## src/rtl/fetch_unit_pkg.sv

```systemverilog
// Shared parameters for the fetch front-end: instruction memory geometry,
// instruction width and fetch queue sizing.
`ifndef MEMI_SIZE_LOG
`define MEMI_SIZE_LOG 3
`endif
`ifndef INST_LEN
`define INST_LEN 32
`endif
`ifndef FQ_DEPTH
`define FQ_DEPTH 4
`endif
`ifndef FQ_SIZE_LOG
`define FQ_SIZE_LOG 2
`endif
`ifndef FETCH_ENTRY_LEN
`define FETCH_ENTRY_LEN (`MEMI_SIZE_LOG + `INST_LEN)
`endif

package fetch_unit_pkg;
    localparam int PC_W     = `MEMI_SIZE_LOG;
    localparam int INST_W   = `INST_LEN;
    localparam int FQ_DEPTH = `FQ_DEPTH;
    localparam int FQ_LOG   = `FQ_SIZE_LOG;
    localparam int ENTRY_W  = `FETCH_ENTRY_LEN;
endpackage

```

## src/rtl/fetch_queue.sv

```systemverilog
// Generic synchronous FIFO used as the fetch queue. Flush empties it in one
// cycle; a full queue may accept an enqueue in the same cycle as a dequeue.
`ifndef MEMI_SIZE_LOG
`define MEMI_SIZE_LOG 3
`endif
`ifndef INST_LEN
`define INST_LEN 32
`endif
`ifndef FQ_DEPTH
`define FQ_DEPTH 4
`endif
`ifndef FQ_SIZE_LOG
`define FQ_SIZE_LOG 2
`endif
`ifndef FETCH_ENTRY_LEN
`define FETCH_ENTRY_LEN (`MEMI_SIZE_LOG + `INST_LEN)
`endif

module fetch_queue
    import fetch_unit_pkg::*;
#(
    parameter int DATA_W = `FETCH_ENTRY_LEN,
    parameter int DEPTH  = `FQ_DEPTH,
    parameter int LOG    = `FQ_SIZE_LOG
) (
    input  logic              clk,
    input  logic              rst,
    input  logic              flush,
    input  logic              enq,
    input  logic [DATA_W-1:0] enq_data,
    input  logic              deq,
    output logic [DATA_W-1:0] head_data,
    output logic [LOG:0]      count
);

    logic [DATA_W-1:0] mem [DEPTH];
    logic [LOG-1:0]    head;
    logic [LOG-1:0]    tail;

    // Storage is written on enqueue only; its content is meaningless while empty.
    always_ff @(posedge clk) begin
        if (enq) begin
            mem[tail] <= enq_data;
        end
    end

    // Pointer and occupancy bookkeeping, cleared by reset or flush.
    always_ff @(posedge clk) begin
        if (rst || flush) begin
            head  <= '0;
            tail  <= '0;
            count <= '0;
        end else begin
            if (enq) begin
                tail <= tail + LOG'(1);
            end
            if (deq) begin
                head <= head + LOG'(1);
            end
            if (enq && !deq) begin
                count <= count + (LOG+1)'(1);
            end else if (deq && !enq) begin
                count <= count - (LOG+1)'(1);
            end
        end
    end

    assign head_data = mem[head];

endmodule

```

## src/rtl/fetch_unit.sv

```systemverilog
// Fetch front-end: owns the PC, drives the combinational instruction memory
// address, queues {pc, inst} pairs and hands them downstream over valid/ready.
// A redirect flushes the queue and reloads the PC.
`ifndef MEMI_SIZE_LOG
`define MEMI_SIZE_LOG 3
`endif
`ifndef INST_LEN
`define INST_LEN 32
`endif
`ifndef FQ_DEPTH
`define FQ_DEPTH 4
`endif
`ifndef FQ_SIZE_LOG
`define FQ_SIZE_LOG 2
`endif
`ifndef FETCH_ENTRY_LEN
`define FETCH_ENTRY_LEN (`MEMI_SIZE_LOG + `INST_LEN)
`endif

module fetch_unit
    import fetch_unit_pkg::*;
#(
    parameter int PC_W     = `MEMI_SIZE_LOG,
    parameter int INST_W   = `INST_LEN,
    parameter int FQ_DEPTH = `FQ_DEPTH,
    parameter int FQ_LOG   = `FQ_SIZE_LOG
) (
    input  logic              clk,
    input  logic              rst,
    input  logic              fetch_en,
    output logic [PC_W-1:0]   imem_addr,
    input  logic [INST_W-1:0] imem_data,
    input  logic              redirect_valid,
    input  logic [PC_W-1:0]   redirect_pc,
    output logic              out_valid,
    input  logic              out_ready,
    output logic [INST_W-1:0] out_inst,
    output logic [PC_W-1:0]   out_pc,
    output logic [FQ_LOG:0]   fq_count
);

    localparam int ENTRY_LEN = PC_W + INST_W;

    logic [PC_W-1:0]      pc;
    logic [ENTRY_LEN-1:0] head_data;
    logic                 full;
    logic                 enq;
    logic                 deq;

    assign imem_addr = pc;
    assign full      = (fq_count == (FQ_LOG+1)'(FQ_DEPTH));
    assign out_valid = (fq_count != '0) && !redirect_valid;
    assign deq       = out_valid && out_ready;
    assign enq       = fetch_en && !redirect_valid && (!full || deq);
    assign out_pc    = head_data[ENTRY_LEN-1:INST_W];
    assign out_inst  = head_data[INST_W-1:0];

    // PC advances only when the current word is actually captured, so a
    // stalled address is simply re-presented until the queue has room.
    always_ff @(posedge clk) begin
        if (rst) begin
            pc <= '0;
        end else if (redirect_valid) begin
            pc <= redirect_pc;
        end else if (enq) begin
            pc <= pc + PC_W'(1);
        end
    end

    fetch_queue #(
        .DATA_W (ENTRY_LEN),
        .DEPTH  (FQ_DEPTH),
        .LOG    (FQ_LOG)
    ) u_queue (
        .clk       (clk),
        .rst       (rst),
        .flush     (redirect_valid),
        .enq       (enq),
        .enq_data  ({pc, imem_data}),
        .deq       (deq),
        .head_data (head_data),
        .count     (fq_count)
    );

endmodule
```

## config.mk

```make
export PLATFORM = sky130hd
export DESIGN_NAME = fetch_unit
export DESIGN_NICKNAME = d
export VERILOG_FILES = /design/src/rtl/fetch_unit_pkg.sv /design/src/rtl/fetch_queue.sv /design/src/rtl/fetch_unit.sv
export SDC_FILE = /design/constraint.sdc
export NUM_CORES = 1
export LEC_CHECK = 0
export CAP_MARGIN = 40
export CORE_AREA = 5 5 91 177
export DETAILED_ROUTE_END_ITERATION = 10
export DIE_AREA = 0 0 96 182
export SYNTH_ARGS = -nofsm -noshare
export SYNTH_HDL_FRONTEND = slang
export SYNTH_SLANG_ARGS = --single-unit
```

## constraint.sdc

```tcl
create_clock -name clk -period 2 [get_ports clk]
set_clock_uncertainty 0.1 [all_clocks]
set_input_delay 0.4 -clock clk [delete_from_list [all_inputs] [get_ports clk]]
set_output_delay 0.4 -clock clk [all_outputs]
set_load 0.005 [all_outputs]
```

==> impl_metrics.tcl, run 1 <==
set metrics [dict create \
    status "complete, but fails checks" \
    violations "setup timing" \
    clk_path_buf_depth 2 \
    crit_chain "buf_12 -> buf_12 -> mux4_2 -> buf_2" \
    critical_path_class "reg2out" \
    numClockSinks 152 \
    cts_htree_levels 4 \
    critPathLaunchType "flip-flop" \
    postSynthAreaPerCell_um2 22.0 \
    wirelength_um 11300 \
    crit_top_cell "buf_12" \
    die_x_um 96 \
    cts_buffers 17 \
    gp_congestion 0.829 \
    drc 0 \
    antenna_found_initial 0 \
    final_common_cell "edfxtp_1" \
    setup_ws_ps -230 \
    drtIter0Drc 112 \
    p_leak_nw 2.64 \
    timing.rr.start "u_queue.count[0]" \
    dieHeight_um 182 \
    wl_per_cell_um 18.8 \
    tns_ps -6000 \
    setup_violations 36 \
    syn-cell-area_um2 5700 \
    first_pass_iters 4 \
    rsz0062_at_grt "true" \
    num_vias 2950 \
    start_util_pct 38.9 \
    drv_cap 0 \
    fin_nets 441 \
    tightest_slew_ps 359 \
    grt_usage_pct 13.9 \
    rows 63 \
    dieArea_um2 17500 \
    grt_first_pass_wirelength_um 17800 \
    critPathMaxStageDelay_ps 510 \
    cts_hold_buf 0 \
    synth_edf_count 140 \
    n_antenna_cell 0 \
    clkTransAtPathRegs_ps 60 \
    hold_path.class "reg2reg" \
    peakVddDrop_uv 587 \
    end_kind "primary output" \
    cts_root_buf "clkbuf_16" \
    ys.flop_type "edfxtp_1" \
    synthDistinctLibCells 32 \
    nFillCells 1210 \
    grt_max_degree 20 \
    drive_above_1_share_pct 40.3 \
    power_per_cell_area_nw_per_um2 904 \
    final_cell_mix "edfxtp_1 (140), clkdlybuf4s50_1 (43), mux4_2 (35)" \
    hold_viol_final 0 \
    io_buffers 81 \
    period_needed_ps 2230 \
    avgViaCountPerCell 4.90 \
    async_reset_ff_share_pct 0 \
    fin_util_pct 53.1 \
    gr-total-overflow 0 \
    path_max_fanout 8 \
    max_freq_ghz 0.448 \
    grt_pass1_vias 3351 \
    syn_nets 306 \
    area_growth_pct 36.7 \
    maxSlewHeadroom_pct 75.5 \
    final_antenna_net_count 0 \
    crit_arrival_ps 1730 \
    hpwl_um 7200 \
    ios 82 \
    critPathSlowestCell "mux4_2" \
    insertion_delay_ps 400 \
    ys_ff_latch 152 \
    slew_viol_final 0 \
    ys_warn_count 0 \
    worstHoldStart "u_queue.head[1]" \
    syn_inst 259 \
    core_area_um2 14700 \
    synth_seq_area_share_pct 78.0 \
    cts_tree "built" \
    cp.required_ps 1500 \
    fin_crit_sh_pct 111 \
]
## stage by stage
stage / setup WS (ps) / power [W] / instances / hold slack, ps / area, um2
after floorplan: -145 / 0.00374 / 259 / 353 / 5710
after global routing: -292 / 0.00730 / 602 / 440 / 7780
final: -230 / 0.00703 / 602 / 392 / 7780
after global placement: -496 / 0.00401 / 553 / 361 / 7070
after detailed placement: -625 / 0.00403 / 553 / 370 / 7070
after CTS: -291 / 0.00710 / 600 / 391 / 7750
## path summary, 6_finish.rpt
kind	end	slack (ps)	depth (start not counted)
max	out_inst[21]	-230	4
min	flip-flop	390	2
max reg2reg	u_queue.count[2]	-40	9
min reg2reg	flip-flop	390	2
## cell type report
cell class	count	area, um2	area share, %
Clock inverter	13	146	1.88
Clock buffer	19	433	5.56
Tap cell	195	244	3.13
Inverter	8	30.0	0.386
Multi-Input combinational cell	88	1220	15.7
Sequential cell	152	4460	57.3
Timing Repair Buffer	127	1250	16.0
## report_power, final
group	leakage, nW	switching [W]	total (W)	internal (W)
combinational	0.990	0.000168	0.000407	0.000239
sequential	1.37	0.0000255	0.00355	0.00352
clock	0.274	0.00122	0.00308	0.00185
## synth_stat cells (2+ instances only)
library cell / n / area, um2
a21oi_1: 5 / 25.0
a311oi_1: 2 / 17.5
and3_1: 4 / 25.0
buf_2: 4 / 20.0
clkbuf_1: 6 / 22.5
dfxtp_1: 12 / 240
edfxtp_1: 140 / 4200
ha_1: 6 / 75.1
inv_1: 8 / 30.0
mux4_2: 35 / 788
nand2_1: 3 / 11.3
nor2_1: 6 / 22.5
o21ai_0: 4 / 20.0
o31ai_1: 3 / 22.5
or3_1: 2 / 12.5
or4_1: 2 / 15.0
xor2_1: 2 / 17.5
## kinds of logic (layout without fill, tap and decap cells)
logic type	Yosys count	in the layout	share of synthesized area, %
xor+xnor	2	2	0.308
compound gates	17	17	1.91
flops	152	152	78.0
simple gates	26	26	2.72
mux	36	36	14.0
buf+inv	19	167	1.36
fa+ha+maj	7	7	1.67
## registers in the layout (all words and copies together), names as in the netlist, named ones only
name,flops
u_queue.head,2
u_queue.count,3
imem_addr,3
u_queue.mem,140
u_queue.tail,2
## per-layer routing
| metal | GRT usage (%) | routed length, um | vias up |
|---|---|---|---|
| li1 | - | - | 1355 |
| met3 | 3.94 | 580 | 9 |
| met1 | 16.2 | 4430 | 1502 |
| met4 | 4.68 | 108 | 0 |
| met2 | 24.0 | 6200 | 84 |
| met5 | 0 | 0 | - |
## critical path, delay by kind of cell, from the launching register on
kind     cells  cell delay [ps]
buf+inv      3              430
flops        1              390
mux          1              510
## repair_timing
item | CTS | global route
cloned | 3 | 0
setup endpoints to repair | 37 | 49
setup buffers | 12 | 5
pin swaps | 7 | 5
resized for setup | 161 | 14
Note: power is estimated with default switching activity, not from simulation.
==> run 2, diff against run 1 <==
clock period = 2.5 ns   (was 2 ns; I/O delays follow)
==> run 2 against run 1 <==
The flow now finishes without violations. First-iteration DRC count decreased by 1.8%. Power shrank 21%. Hold slack worse by 9.4 ps. Wire length decreased by 4.2%. Sequential power down 20%. Cell area is 0.98% lower. Global-route usage fell by 0.61 points. Combinational power decreased by 24%. Critical path depth stayed put.
==> impl_metrics.tcl, run 2 (synthesized netlist as in run 1, its figures left out) <==
set metrics [dict create \
    grt_max_degree 36 \
    crit_chain "buf_12 -> buf_12 -> mux4_2 -> clkdlybuf4s15_1" \
    fin_crit_sh_pct 97.0 \
    clkTransAtPathRegs_ps 60 \
    area_growth_pct 35.3 \
    fin_nets 428 \
    wl_per_cell_um 18.4 \
    max_freq_ghz 0.412 \
    wirelength_um 10900 \
    hold_viol_final 0 \
    numClockSinks 152 \
    cts_tree "built" \
    gr-total-overflow 0 \
    setup_violations 0 \
    grt_first_pass_wirelength_um 17000 \
    nFillCells 1207 \
    path_max_fanout 5 \
    final_cell_mix "edfxtp_1 (140), clkdlybuf4s50_1 (46), mux4_2 (35)" \
    start_util_pct 38.9 \
    crit_family "multiplexers" \
    finalInstanceArea_um2 7710 \
    critPathLaunchType "flip-flop" \
    drive_above_1_share_pct 31.2 \
    p_leak_nw 2.57 \
    critical_path_class "reg2out" \
    dieArea_um2 17500 \
    crit_buf_inv 3 \
    tightest_slew_ps 399 \
    io_buffers 81 \
    drv_cap 0 \
    ios 82 \
    peakVddDrop_uv 483 \
    grt_pass1_vias 3163 \
    final_common_cell "edfxtp_1" \
    slew_viol_final 0 \
    status "completed" \
    final_antenna_net_count 0 \
    power_per_cell_area_nw_per_um2 717 \
    final_cell_count_no_fill 589 \
    period_needed_ps 2420 \
    cp.required_ps 1900 \
    n_antenna_cell 0 \
    hpwl_um 6800 \
    cts_htree_levels 4 \
    hold_path.class "reg2reg" \
    top_register "u_queue.mem" \
    avgViaCountPerCell 4.91 \
    critPathMaxStageDelay_ps 510 \
    clk_path_buf_depth 2 \
    insertion_delay_ps 400 \
    setup_ws_ps 75.2 \
    place_area_um2 6970 \
    cts_hold_buf 0 \
    core_area_um2 14700 \
    antenna_found_initial 0 \
    dp.cells 544 \
    grt_usage_pct 13.3 \
    die_x_um 96 \
    drc 0 \
    largest_reg_flops 140 \
    first_pass_iters 4 \
    rows 63 \
    crit_arrival_ps 1820 \
    maxSlewHeadroom_pct 72.7 \
    dp_slack_ps -238 \
    num_vias 2890 \
    end_kind "primary output" \
    drtIter0Drc 110 \
    dieHeight_um 182 \
    critPathSlowestCell "mux4_2" \
    rsz0062_at_grt "true" \
    tns_ps 0 \
    cts_buffers 17 \
    crit_top_cell "buf_12" \
    cts_root_buf "clkbuf_16" \
    gp_congestion 0.831 \
]
## run 2: cell types whose count changed in the layout (fill, tap and decap cells not counted), moves of 4 or more
cell             before  now
buf_2                29    9
clkdlybuf4s15_1       0   17
buf_4                25   16
buf_6                10    2
clkbuf_2              0    4
## run 2: final cells by class
type | count | area, um2 | share of cell area, %
Timing Repair Buffer | 114 | 1230 | 16.0
Sequential cell | 152 | 4450 | 57.7
Clock inverter | 15 | 140 | 1.82
Clock buffer | 17 | 425 | 5.52
Tap cell | 195 | 244 | 3.17
Inverter | 8 | 30.0 | 0.390
Multi-Input combinational cell | 88 | 1180 | 15.4
## run 2: per-stage QoR
stage | total power, W | hold slack (ps) | utilization (%)
floorplan | 0.00299 | 353 | -
global placement | 0.00320 | 360 | 47.6
detailed placement | 0.00321 | 371 | 47.6
CTS | 0.00559 | 385 | 52.7
global route | 0.00573 | 415 | 52.6
finish | 0.00553 | 383 | 52.6
## run 2: routing by layer
layer	track usage, %	wire [um]	share of wire, %
met4	4.10	114	1.1
met1	15.7	4270	39
met5	0	0	0
met3	4.60	640	5.9
met2	22.3	5820	54
## run 2: worst paths after layout
path,from,end,slack (ps),cells after the start
max,flip-flop,out_inst[23],80,4
min,u_queue.head[1],flip-flop,380,2
max reg2reg,u_queue.count[0],u_queue.count[2],230,9
min reg2reg,u_queue.head[1],flip-flop,380,2
## run 2: worst register-to-register path: stages (launching register included)
cell,delay (ps)
dfxtp_1,320
nor3_2,330
nor2_1,110
nand2_1,80
ha_1,160
inv_1,60
fa_1,380
xor2_1,180
or3_1,300
a21oi_1,170
## run 2: repair_timing
item / in CTS / in global routing
setup endpoints to repair: 35 / 29
resized for setup: 78 / 27
setup buffers: 9 / 0
gates cloned: 5 / 0
## run 2: report_power, final
| part | switching [W] | internal (W) | total, W | leakage [nW] |
|---|---|---|---|---|
| combinational | 0.000127 | 0.000181 | 0.000308 | 0.922 |
| sequential | 0.0000190 | 0.00282 | 0.00284 | 1.37 |
| clock | 0.000995 | 0.00139 | 0.00238 | 0.274 |
==> run 3, diff against run 2 <==
HOLD_SLACK_MARGIN = 0.08   (was unset)
==> results of run 3 <==
Final layout, timing and power as in run 2 (identical DEF).
